--- src/rtl/id_ex_stage.sv ---
// Purpose : ID/EX pipeline register with load-use hazard stall, branch/jump flush and debug freeze.
// Latency : 1 cycle from ID inputs to EX outputs; o_stall is combinational from ID inputs and EX state.
// Backpres: i_enable=0 freezes all state (o_stall forced low); a load-use hazard asserts o_stall and loads a bubble.
//
// Ports:
//   i_clk, i_reset (sync, active-high), i_enable (debug advance), i_flush (squash ID instruction)
//   i_<decoder control fields>, i_rs_data/i_rt_data/i_imm/i_pc4, i_rs/i_rt/i_rd  -> ID instruction
//   o_<same fields>  registered EX copies; o_valid = real instruction in EX, 0 = bubble
//   o_stall          freeze PC and IF/ID this cycle
//   o_stall_count, o_flush_count  perf counters, present only when ID_EX_PERF_EN is defined (else tied 0)
module id_ex_stage #(
    parameter int NB_DATA = 32,
    parameter int NB_REG  = 5,
    parameter int NB_CNT  = 32
) (
    input  logic               i_clk,
    input  logic               i_reset,
    input  logic               i_enable,
    input  logic               i_flush,
    input  logic               i_reg_write,
    input  logic               i_alu_source,
    input  logic               i_mem_write,
    input  logic               i_mem_read,
    input  logic               i_beq_flag,
    input  logic               i_bne_flag,
    input  logic               i_jump_flag,
    input  logic [2:0]         i_alu_op,
    input  logic [1:0]         i_data_to_reg,
    input  logic [1:0]         i_reg_dst,
    input  logic [1:0]         i_select_addr,
    input  logic [4:0]         i_size_control,
    input  logic [NB_DATA-1:0] i_rs_data,
    input  logic [NB_DATA-1:0] i_rt_data,
    input  logic [NB_DATA-1:0] i_imm,
    input  logic [NB_DATA-1:0] i_pc4,
    input  logic [NB_REG-1:0]  i_rs,
    input  logic [NB_REG-1:0]  i_rt,
    input  logic [NB_REG-1:0]  i_rd,
    output logic               o_reg_write,
    output logic               o_alu_source,
    output logic               o_mem_write,
    output logic               o_mem_read,
    output logic               o_beq_flag,
    output logic               o_bne_flag,
    output logic               o_jump_flag,
    output logic [2:0]         o_alu_op,
    output logic [1:0]         o_data_to_reg,
    output logic [1:0]         o_reg_dst,
    output logic [1:0]         o_select_addr,
    output logic [4:0]         o_size_control,
    output logic [NB_DATA-1:0] o_rs_data,
    output logic [NB_DATA-1:0] o_rt_data,
    output logic [NB_DATA-1:0] o_imm,
    output logic [NB_DATA-1:0] o_pc4,
    output logic [NB_REG-1:0]  o_rs,
    output logic [NB_REG-1:0]  o_rt,
    output logic [NB_REG-1:0]  o_rd,
    output logic               o_valid,
    output logic               o_stall,
    output logic [NB_CNT-1:0]  o_stall_count,
    output logic [NB_CNT-1:0]  o_flush_count
);

    typedef struct packed {
        logic               reg_write;
        logic               alu_source;
        logic               mem_write;
        logic               mem_read;
        logic               beq_flag;
        logic               bne_flag;
        logic               jump_flag;
        logic [2:0]         alu_op;
        logic [1:0]         data_to_reg;
        logic [1:0]         reg_dst;
        logic [1:0]         select_addr;
        logic [4:0]         size_control;
        logic [NB_DATA-1:0] rs_data;
        logic [NB_DATA-1:0] rt_data;
        logic [NB_DATA-1:0] imm;
        logic [NB_DATA-1:0] pc4;
        logic [NB_REG-1:0]  rs;
        logic [NB_REG-1:0]  rt;
        logic [NB_REG-1:0]  rd;
        logic               valid;
    } ex_t;

    ex_t  ex_q, ex_d, id_w;
    logic uses_rs, uses_rt, hazard;

    assign id_w = '{reg_write: i_reg_write, alu_source: i_alu_source, mem_write: i_mem_write,
                    mem_read: i_mem_read, beq_flag: i_beq_flag, bne_flag: i_bne_flag,
                    jump_flag: i_jump_flag, alu_op: i_alu_op, data_to_reg: i_data_to_reg,
                    reg_dst: i_reg_dst, select_addr: i_select_addr, size_control: i_size_control,
                    rs_data: i_rs_data, rt_data: i_rt_data, imm: i_imm, pc4: i_pc4,
                    rs: i_rs, rt: i_rt, rd: i_rd, valid: 1'b1};

    // J/JAL (jump with select_addr 00) take their target from the immediate, not rs.
    // rt is a source only for register-operand ALU ops and stores.
    assign uses_rs = !(i_jump_flag && (i_select_addr == 2'b00));
    assign uses_rt = !i_alu_source || i_mem_write;

    // Load in EX whose destination (rt) feeds the ID instruction; $zero never conflicts.
    assign hazard = ex_q.mem_read && ex_q.valid && (ex_q.rt != '0) &&
                    ((uses_rs && (ex_q.rt == i_rs)) || (uses_rt && (ex_q.rt == i_rt)));

    // A flushed ID instruction is discarded, so there is nothing to hold upstream.
    assign o_stall = hazard && i_enable && !i_flush;

    always_comb begin
        ex_d = ex_q;
        if (!i_enable) begin
            ex_d = ex_q;
        end else if (i_flush || hazard) begin
            ex_d = '0;          // bubble: all controls low, valid low
        end else begin
            ex_d = id_w;
        end
    end

    always_ff @(posedge i_clk) begin
        if (i_reset) begin
            ex_q <= '0;
        end else begin
            ex_q <= ex_d;
        end
    end

    assign o_reg_write    = ex_q.reg_write;
    assign o_alu_source   = ex_q.alu_source;
    assign o_mem_write    = ex_q.mem_write;
    assign o_mem_read     = ex_q.mem_read;
    assign o_beq_flag     = ex_q.beq_flag;
    assign o_bne_flag     = ex_q.bne_flag;
    assign o_jump_flag    = ex_q.jump_flag;
    assign o_alu_op       = ex_q.alu_op;
    assign o_data_to_reg  = ex_q.data_to_reg;
    assign o_reg_dst      = ex_q.reg_dst;
    assign o_select_addr  = ex_q.select_addr;
    assign o_size_control = ex_q.size_control;
    assign o_rs_data      = ex_q.rs_data;
    assign o_rt_data      = ex_q.rt_data;
    assign o_imm          = ex_q.imm;
    assign o_pc4          = ex_q.pc4;
    assign o_rs           = ex_q.rs;
    assign o_rt           = ex_q.rt;
    assign o_rd           = ex_q.rd;
    assign o_valid        = ex_q.valid;

`ifdef ID_EX_PERF_EN
    logic [NB_CNT-1:0] stall_cnt_q, stall_cnt_d;
    logic [NB_CNT-1:0] flush_cnt_q, flush_cnt_d;

    // Saturating counters; o_stall already means "enabled edge loading a hazard bubble".
    always_comb begin
        stall_cnt_d = stall_cnt_q;
        flush_cnt_d = flush_cnt_q;
        if (o_stall && (stall_cnt_q != '1)) begin
            stall_cnt_d = stall_cnt_q + NB_CNT'(1);
        end
        if (i_enable && i_flush && (flush_cnt_q != '1)) begin
            flush_cnt_d = flush_cnt_q + NB_CNT'(1);
        end
    end

    always_ff @(posedge i_clk) begin
        if (i_reset) begin
            stall_cnt_q <= '0;
            flush_cnt_q <= '0;
        end else begin
            stall_cnt_q <= stall_cnt_d;
            flush_cnt_q <= flush_cnt_d;
        end
    end

    assign o_stall_count = stall_cnt_q;
    assign o_flush_count = flush_cnt_q;
`else
    assign o_stall_count = '0;
    assign o_flush_count = '0;
`endif

endmodule

--- config.mk ---
export PLATFORM = sky130hd
export DESIGN_NAME = id_ex_stage
export DESIGN_NICKNAME = d
export VERILOG_FILES = /design/src/rtl/id_ex_stage.sv
export SDC_FILE = /design/constraint.sdc
export NUM_CORES = 1
export LEC_CHECK = 0
export ABC_AREA = 1
export CORE_AREA = 4 4 153 155
export DETAILED_ROUTE_END_ITERATION = 7
export DIE_AREA = 0 0 157 159
export PLACE_DENSITY_LB_ADDON = 0.3
export SKIP_LAST_GASP = 1
export SYNTH_ARGS = -nofsm -noshare
export SYNTH_HDL_FRONTEND = slang
export SYNTH_SLANG_ARGS = --single-unit
--- constraint.sdc ---
create_clock -name i_clk -period 1.8 [get_ports i_clk]
set_input_delay 0.18 -clock i_clk [delete_from_list [all_inputs] [get_ports i_clk]]
set_output_delay 0.18 -clock i_clk [all_outputs]
set_load 0.01 [all_outputs]
==> results of run 1 <==
cells in the mapped netlist, drive strengths merged:
library cell / count
nor3b: 1
nor3: 2
nand2: 198
a21oi: 165
clkbuf: 37
buf: 99
nand3: 168
inv: 17
nor2: 8
dfxtp: 165
conb: 1
power groups by stage:
stage,sequential [mW],combinational [mW],clock [mW]
final,3.87,1.49,3.75
after global routing,3.88,1.59,4.02
after CTS,3.87,1.48,3.86
after detailed placement,3.95,1.47,0
after global placement,3.95,1.46,0
after floorplan,4.01,0.625,0
placed cells by master (no fill, tap or decap), types with 13 or more instances in the layout:
cell type        netlist  layout
a21oi_1               66      66
a21oi_2               99      99
nand2_1              197     192
nand3_1               68      66
nand3_2              100     102
dfxtp_1              165     160
buf_4                 66      35
clkbuf_16              0      17
conb_1                 1      64
inv_1                 14      13
buf_12                10      13
clkdlybuf4s50_1        0     331
layer usage:
metal  vias up  global-route usage  routed length, um
li1       3395                   -                  -
met1      3284               0.228              10200
met2       264               0.329              12500
met3        42              0.0609               1990
met4         0              0.0726                723
met5         -                   0                  0
through the flow:
stage / utilization / setup slack, ns / power [mW] / hold WS [ns]
finish: 0.549 / -0.0874 / 9.10 / 0.108
CTS: 0.546 / -0.106 / 9.21 / 0.0770
global placement: 0.512 / -0.578 / 5.41 / 0.451
detailed placement: 0.512 / -0.587 / 5.42 / 0.454
floorplan: - / 0.270 / 4.63 / 0.323
global route: 0.549 / -0.189 / 9.49 / 0.0858
kinds of logic after synthesis:
logic type / count (synthesis) / share of synthesized area
compound gates: 165 / 0.156
buf+inv: 153 / 0.137
flops: 165 / 0.429
other cells: 1 / 0.000487
simple gates: 377 / 0.278
worst max-delay path, delay by kind of cell, from the launching register on:
kind / cells / cell delay [ns]
AND/OR/NAND/NOR: 7 / 0.72
buffers and inverters: 2 / 0.19
flip-flops: 1 / 0.37
final cells by class:
cell class,instances,area [um^2]
clock buffers,17,425
well taps,280,350
clock inverters,13,163
repair buffers,387,4010
multi-input cells,606,3660
fillers,1983,9830
inverters,17,66.3
flip-flops and latches,165,3310
timing repair:
action	in CTS	in global routing
endpoints found under the setup margin	154	154
endpoints found under the hold margin	0	0
gates cloned	3	0
resized for setup	25	21
hold buffers	0	0
pin swaps	1	8
buffers inserted	1	1
worst min-delay path by stage:
stage / startpoint / to / slack [ns] / depth (start not counted)
2_1_floorplan: i_alu_op[0] / o_alu_op[0] / 0.32 / 2
3_3_place_gp: o_rt_data[31] / o_rt_data[31] / 0.45 / 2
3_5_place_dp: o_rt_data[16] / o_rt_data[16] / 0.45 / 2
4_1_cts: i_reset / o_rs[3] / 0.08 / 2
5_1_grt: i_reset / o_rs[3] / 0.09 / 2
6_report: i_reset / o_rs[3] / 0.11 / 2
==> summary.md, run 1 <==
| Metric | Value |
|---|---|
| Slack of the worst reg-to-reg path | `-0.05 ns` |
| Slew Viols, Final | `0` |
| Post-synthesis cell area | `0.00770 mm^2` |
| ANT cells | `0` |
| Fmax | `530 MHz` |
| Post-Synthesis Cells | `861` |
| Row Count | `54` |
| First-pass GRT wire length | `38700 um` |
| Seq pwr share | `0.425` |
| Switching pwr | `2.42 mW` |
| TritonRoute pass-1 iters | `4` |
| Critical path, cell by cell | `inv_1, nand2_1, nand2_2, nor2_4, nand3_2, nand2_4, nand2_8, nor3_4, buf_6` |
| Hold WC Path Type | `in2reg` |
| GP Congestion | `0.808` |
| Crit Path Max Fanout | `5` |
| Clock Pin Slew Worst Setup and Hold Paths | `0.07 ns` |
| CTS Buffer Depth | `2` |
| Max incr delay on CP | `0.37 ns` |
| Dpl hpwl | `17300 um` |
| Final Cell Area | `0.0120 mm^2` |
| R2r startpoint | `o_rt[2]` |
| Rel. slew slack | `0.660` |
| CP endpoint kind | `primary output` |
| Vias per inst | `4.70` |
| Post-synthesis sequential area ratio | `0.429` |
| Switch share | `0.266` |
| IO buf count | `333` |
| Root buffer cell | `clkbuf_16` |
| CP max stage cell | `dfxtp_4` |
| Reg-to-reg endpoint | `o_pc4[12]` |
| Critical Path Source | `o_rt[3]` |
| Total GRT Usage | `0.194` |
| Inst Count DP | `1450` |
| Initial Util | `0.353` |
| Status | `finished, violations left` |
| Initial antenna violation count | `0` |
| Critical Path Sink | `o_stall` |
| Total Negative Setup Slacks | `-0.637 ns` |
| Post-synth top area share | `0.429` |
| CTS Buf Count | `17` |
| P per Cell Area | `759 mW/mm^2` |
| Startpoint Class | `flip-flop` |
| Syn-to-layout area delta | `55.8%` |
| Worst setup path category | `reg2out` |
| 1st-iter DRT viols | `346` |
| Largest net degree at the start of global routing | `103` |
| Htree depth | `4` |
| Final hold violations | `0` |
| Die area | `0.0250 mm^2` |
| Failing checks | `negative setup slack` |
| Vias in the first global route | `6915` |
| Worst-case reg-to-reg path depth | `10` |
| Leak | `4.27 nW` |
| CTS tree | `done` |
| DRT Wirelength | `25400 um` |
| Final net count | `1362` |
| Vias | `6985` |
| Maximum vdd ir drop | `471 uV` |
| Clock Power Share | `0.412` |
| Worst EP arrival | `1.71 ns` |
| Worst-Skew Late Latency | `0.43 ns` |
| Yosys top cell by area | `dfxtp_1` |
| Final setup violation count | `15` |
| DR WL/cell | `17.1 um` |
| DIE WIDTH | `157 um` |
| RSZ-0062 raised after global routing | `yes` |
| Measured slew at the worst slew-check pin | `0.511 ns` |
| DR DRC count | `0` |
| Mean post-synth cell area | `8.94 um^2` |
| Antenna-violating nets left | `0` |
| Final period utilization | `1.05` |
| Gr ovfl total | `0` |
| Maxcap violations | `0` |
| Internal power | `6.68 mW` |
| Core ar. | `0.0218 mm^2` |
| Power share of the combinational group | `0.163` |
| Final worst setup slack | `-0.0874 ns` |
| Dominant cells by area after synthesis | `dfxtp_1, nand3_2, a21oi_2, nand2_1, buf_4` |
| Min Clock Period, post-route | `1.89 ns` |
| Setup Skew | `0.0247 ns` |
| Sink Count | `165` |
| Syn. warnings | `0` |
| Num ports | `398` |
| Placement Cell Area | `0.0112 mm^2` |
| Die Span Y | `159 um` |
| Required time of the critical path | `1.62 ns` |
| Synth unique cells | `20` |
| Share of cells above drive strength 1 | `0.256` |
| Finished Layout Cells | `1485` |
| Flops & latches, synth | `165` |
No activity file was read; power rests on OpenSTA's default activity.
==> inputs of run 2 (changes only) <==
CORE_AREA = 2 2 155 157   (was 4 4 153 155)
==> summary.md, run 2 (synthesized netlist as in run 1, its figures left out) <==
| Metric | Value |
|---|---|
| Largest net degree at the start of global routing | `104` |
| Dpl hpwl | `16700 um` |
| Switch share | `0.272` |
| Gr ovfl total | `0` |
| Core ar. | `0.0232 mm^2` |
| Util after Layout | `0.550` |
| CTS tree | `done` |
| Switching pwr | `2.42 mW` |
| Maxcap violations | `0` |
| Measured slew at the worst slew-check pin | `0.503 ns` |
| Initial antenna violation count | `0` |
| Startpoint Class | `flip-flop` |
| Layout fillers | `2135` |
| Slew Viols, Final | `0` |
| Critical Path Source | `o_rt[4]` |
| Critical path, cell by cell | `inv_4, nand2_1, nand2_1, nor2_1, nand3_1, nand2_2, nand2_8, nor3_4, buf_6` |
| P per Cell Area | `698 mW/mm^2` |
| Hold WC Path Type | `in2reg` |
| CP bufs+invs | `2` |
| DR WL/cell | `17.8 um` |
| Final Cell Area | `0.0128 mm^2` |
| Final worst setup slack | `-0.0526 ns` |
| Vias | `7145` |
| Row Count | `56` |
| Clock Pin Slew Worst Setup and Hold Paths | `0.07 ns` |
| Cts hold-fix bufs | `0` |
| Seq pwr share | `0.434` |
| Power share of the combinational group | `0.170` |
| Worst path depth | `9` |
| Setup Skew | `0.0167 ns` |
| Root buffer cell | `clkbuf_16` |
| Placement Cell Area | `0.0112 mm^2` |
| CTS Buffer Depth | `2` |
| Num ports | `398` |
| Syn-to-layout area delta | `65.9%` |
| Sink Count | `165` |
| Reg-to-reg endpoint | `o_rs_data[6]` |
| TritonRoute pass-1 iters | `5` |
| GP Congestion | `0.806` |
| Worst-case reg-to-reg path depth | `12` |
| ANT cells | `0` |
| Crit Path Max Fanout | `4` |
| Maximum vdd ir drop | `595 uV` |
| CP endpoint kind | `primary output` |
| CP max stage cell | `dfxtp_4` |
| Leak | `4.60 nW` |
| Clock Power Share | `0.397` |
| Final hold violations | `0` |
| Initial Util | `0.332` |
| IO buf count | `333` |
| Worst EP arrival | `1.67 ns` |
| Max incr delay on CP | `0.38 ns` |
| Pre-CTS WS | `-0.526 ns` |
| M3 GR Usage | `0.0558` |
| Vias per inst | `4.61` |
| 1st-iter DRT viols | `395` |
| Critical Path Sink | `o_stall` |
| Htree depth | `4` |
| DIE WIDTH | `157 um` |
| Die area | `0.0250 mm^2` |
| Die Span Y | `159 um` |
| CP most frequent cell | `nand2_1` |
| Antenna-violating nets left | `0` |
| Final period utilization | `1.03` |
| Status | `finished, violations left` |
| Post-layout power | `8.91 mW` |
| Commonest non-fill, non-tap cells in the layout | `clkdlybuf4s50_1, nand2_1, dfxtp_1` |
| Internal power | `6.49 mW` |
| Slack of the worst reg-to-reg path | `-0.04 ns` |
| Failing checks | `negative setup slack` |
| Top delay family on crit path | `simple AND/OR/NAND/NOR gates` |
| Required time of the critical path | `1.62 ns` |
| Vias in the first global route | `6883` |
| DR DRC count | `0` |
| First-pass GRT wire length | `38400 um` |
| Met2 Resource Use GR | `0.330` |
| Worst setup path category | `reg2out` |
| Most Used Layer, Global Route | `met2` |
| Worst-Skew Late Latency | `0.43 ns` |
| Final net count | `1387` |
| CTS Buf Count | `17` |
| Final setup violation count | `2` |
| DRT Wirelength | `27600 um` |
| RSZ-0062 raised after global routing | `yes` |
| Share of cells above drive strength 1 | `0.278` |
| M1 GR Usage | `0.239` |
| Rel. slew slack | `0.664` |
| Fmax | `540 MHz` |
| R2r startpoint | `o_rt[2]` |
| Min Clock Period, post-route | `1.85 ns` |
| Total GRT Usage | `0.195` |
| Commonest non-fill, non-tap cell in the layout | `clkdlybuf4s50_1` |
==> run 2: cell count changes in the layout (fill, tap and decap cells not counted), moves of 6 or more <==
cell	change
a21oi_1	-6
a21oi_2	+6
buf_12	+8
buf_4	-8
clkbuf_16	+15
nand3_1	-6
nand3_4	+8
==> run 2: power by group through the flow <==
stage | sequential (mW) | clock (mW) | combinational [mW]
2_1_floorplan | 4.01 | 0 | 0.625
3_3_place_gp | 3.95 | 0 | 1.48
3_5_place_dp | 3.95 | 0 | 1.48
4_1_cts | 3.87 | 3.62 | 1.50
5_1_grt | 3.88 | 3.79 | 1.62
6_report | 3.86 | 3.54 | 1.51
==> run 2: routing by layer <==
layer  vias to the layer above  routed length (um)
li1                       3463                   -
met1                      3376               12100
met2                       274               13200
met3                        32                1800
met4                         0                 524
met5                         -                   0
==> run 2: through the flow <==
step           hold WS, ns  instances  TNS (ns)
6_report             0.150       1551   -0.0894
5_1_grt              0.141       1551     -4.47
4_1_cts              0.132       1524    -0.138
3_5_place_dp         0.454       1485    -60.43
3_3_place_gp         0.451       1485    -59.21
2_1_floorplan        0.323        924         0
==> run 2: worst min path at each step <==
stage | cells past startpoint | start | to
final | 2 | i_reset | o_rt_data[26]
after global routing | 2 | i_reset | o_pc4[11]
after CTS | 2 | i_reset | o_rt_data[24]
after detailed placement | 2 | o_rt_data[16] | o_rt_data[16]
after global placement | 2 | o_rs_data[14] | o_rs_data[14]
after floorplan | 2 | i_alu_op[0] | o_alu_op[0]
==> run 2: timing repair <==
action	CTS	global route
gates resized for setup	27	47
buffers inserted	2	7
cloned	5	20
setup endpoints to repair	166	120
pin swaps	2	7
==> run 2: area by class of cell <==
| class | count | area [um^2] | area share |
|---|---|---|---|
| inverters | 17 | 68.8 | 0.00539 |
| well taps | 319 | 399 | 0.0313 |
| repair buffers | 412 | 4660 | 0.365 |
| clock inverters | 13 | 116 | 0.00911 |
| flip-flops and latches | 165 | 3320 | 0.260 |
| multi-input cells | 606 | 3740 | 0.293 |
| clock buffers | 19 | 453 | 0.0355 |
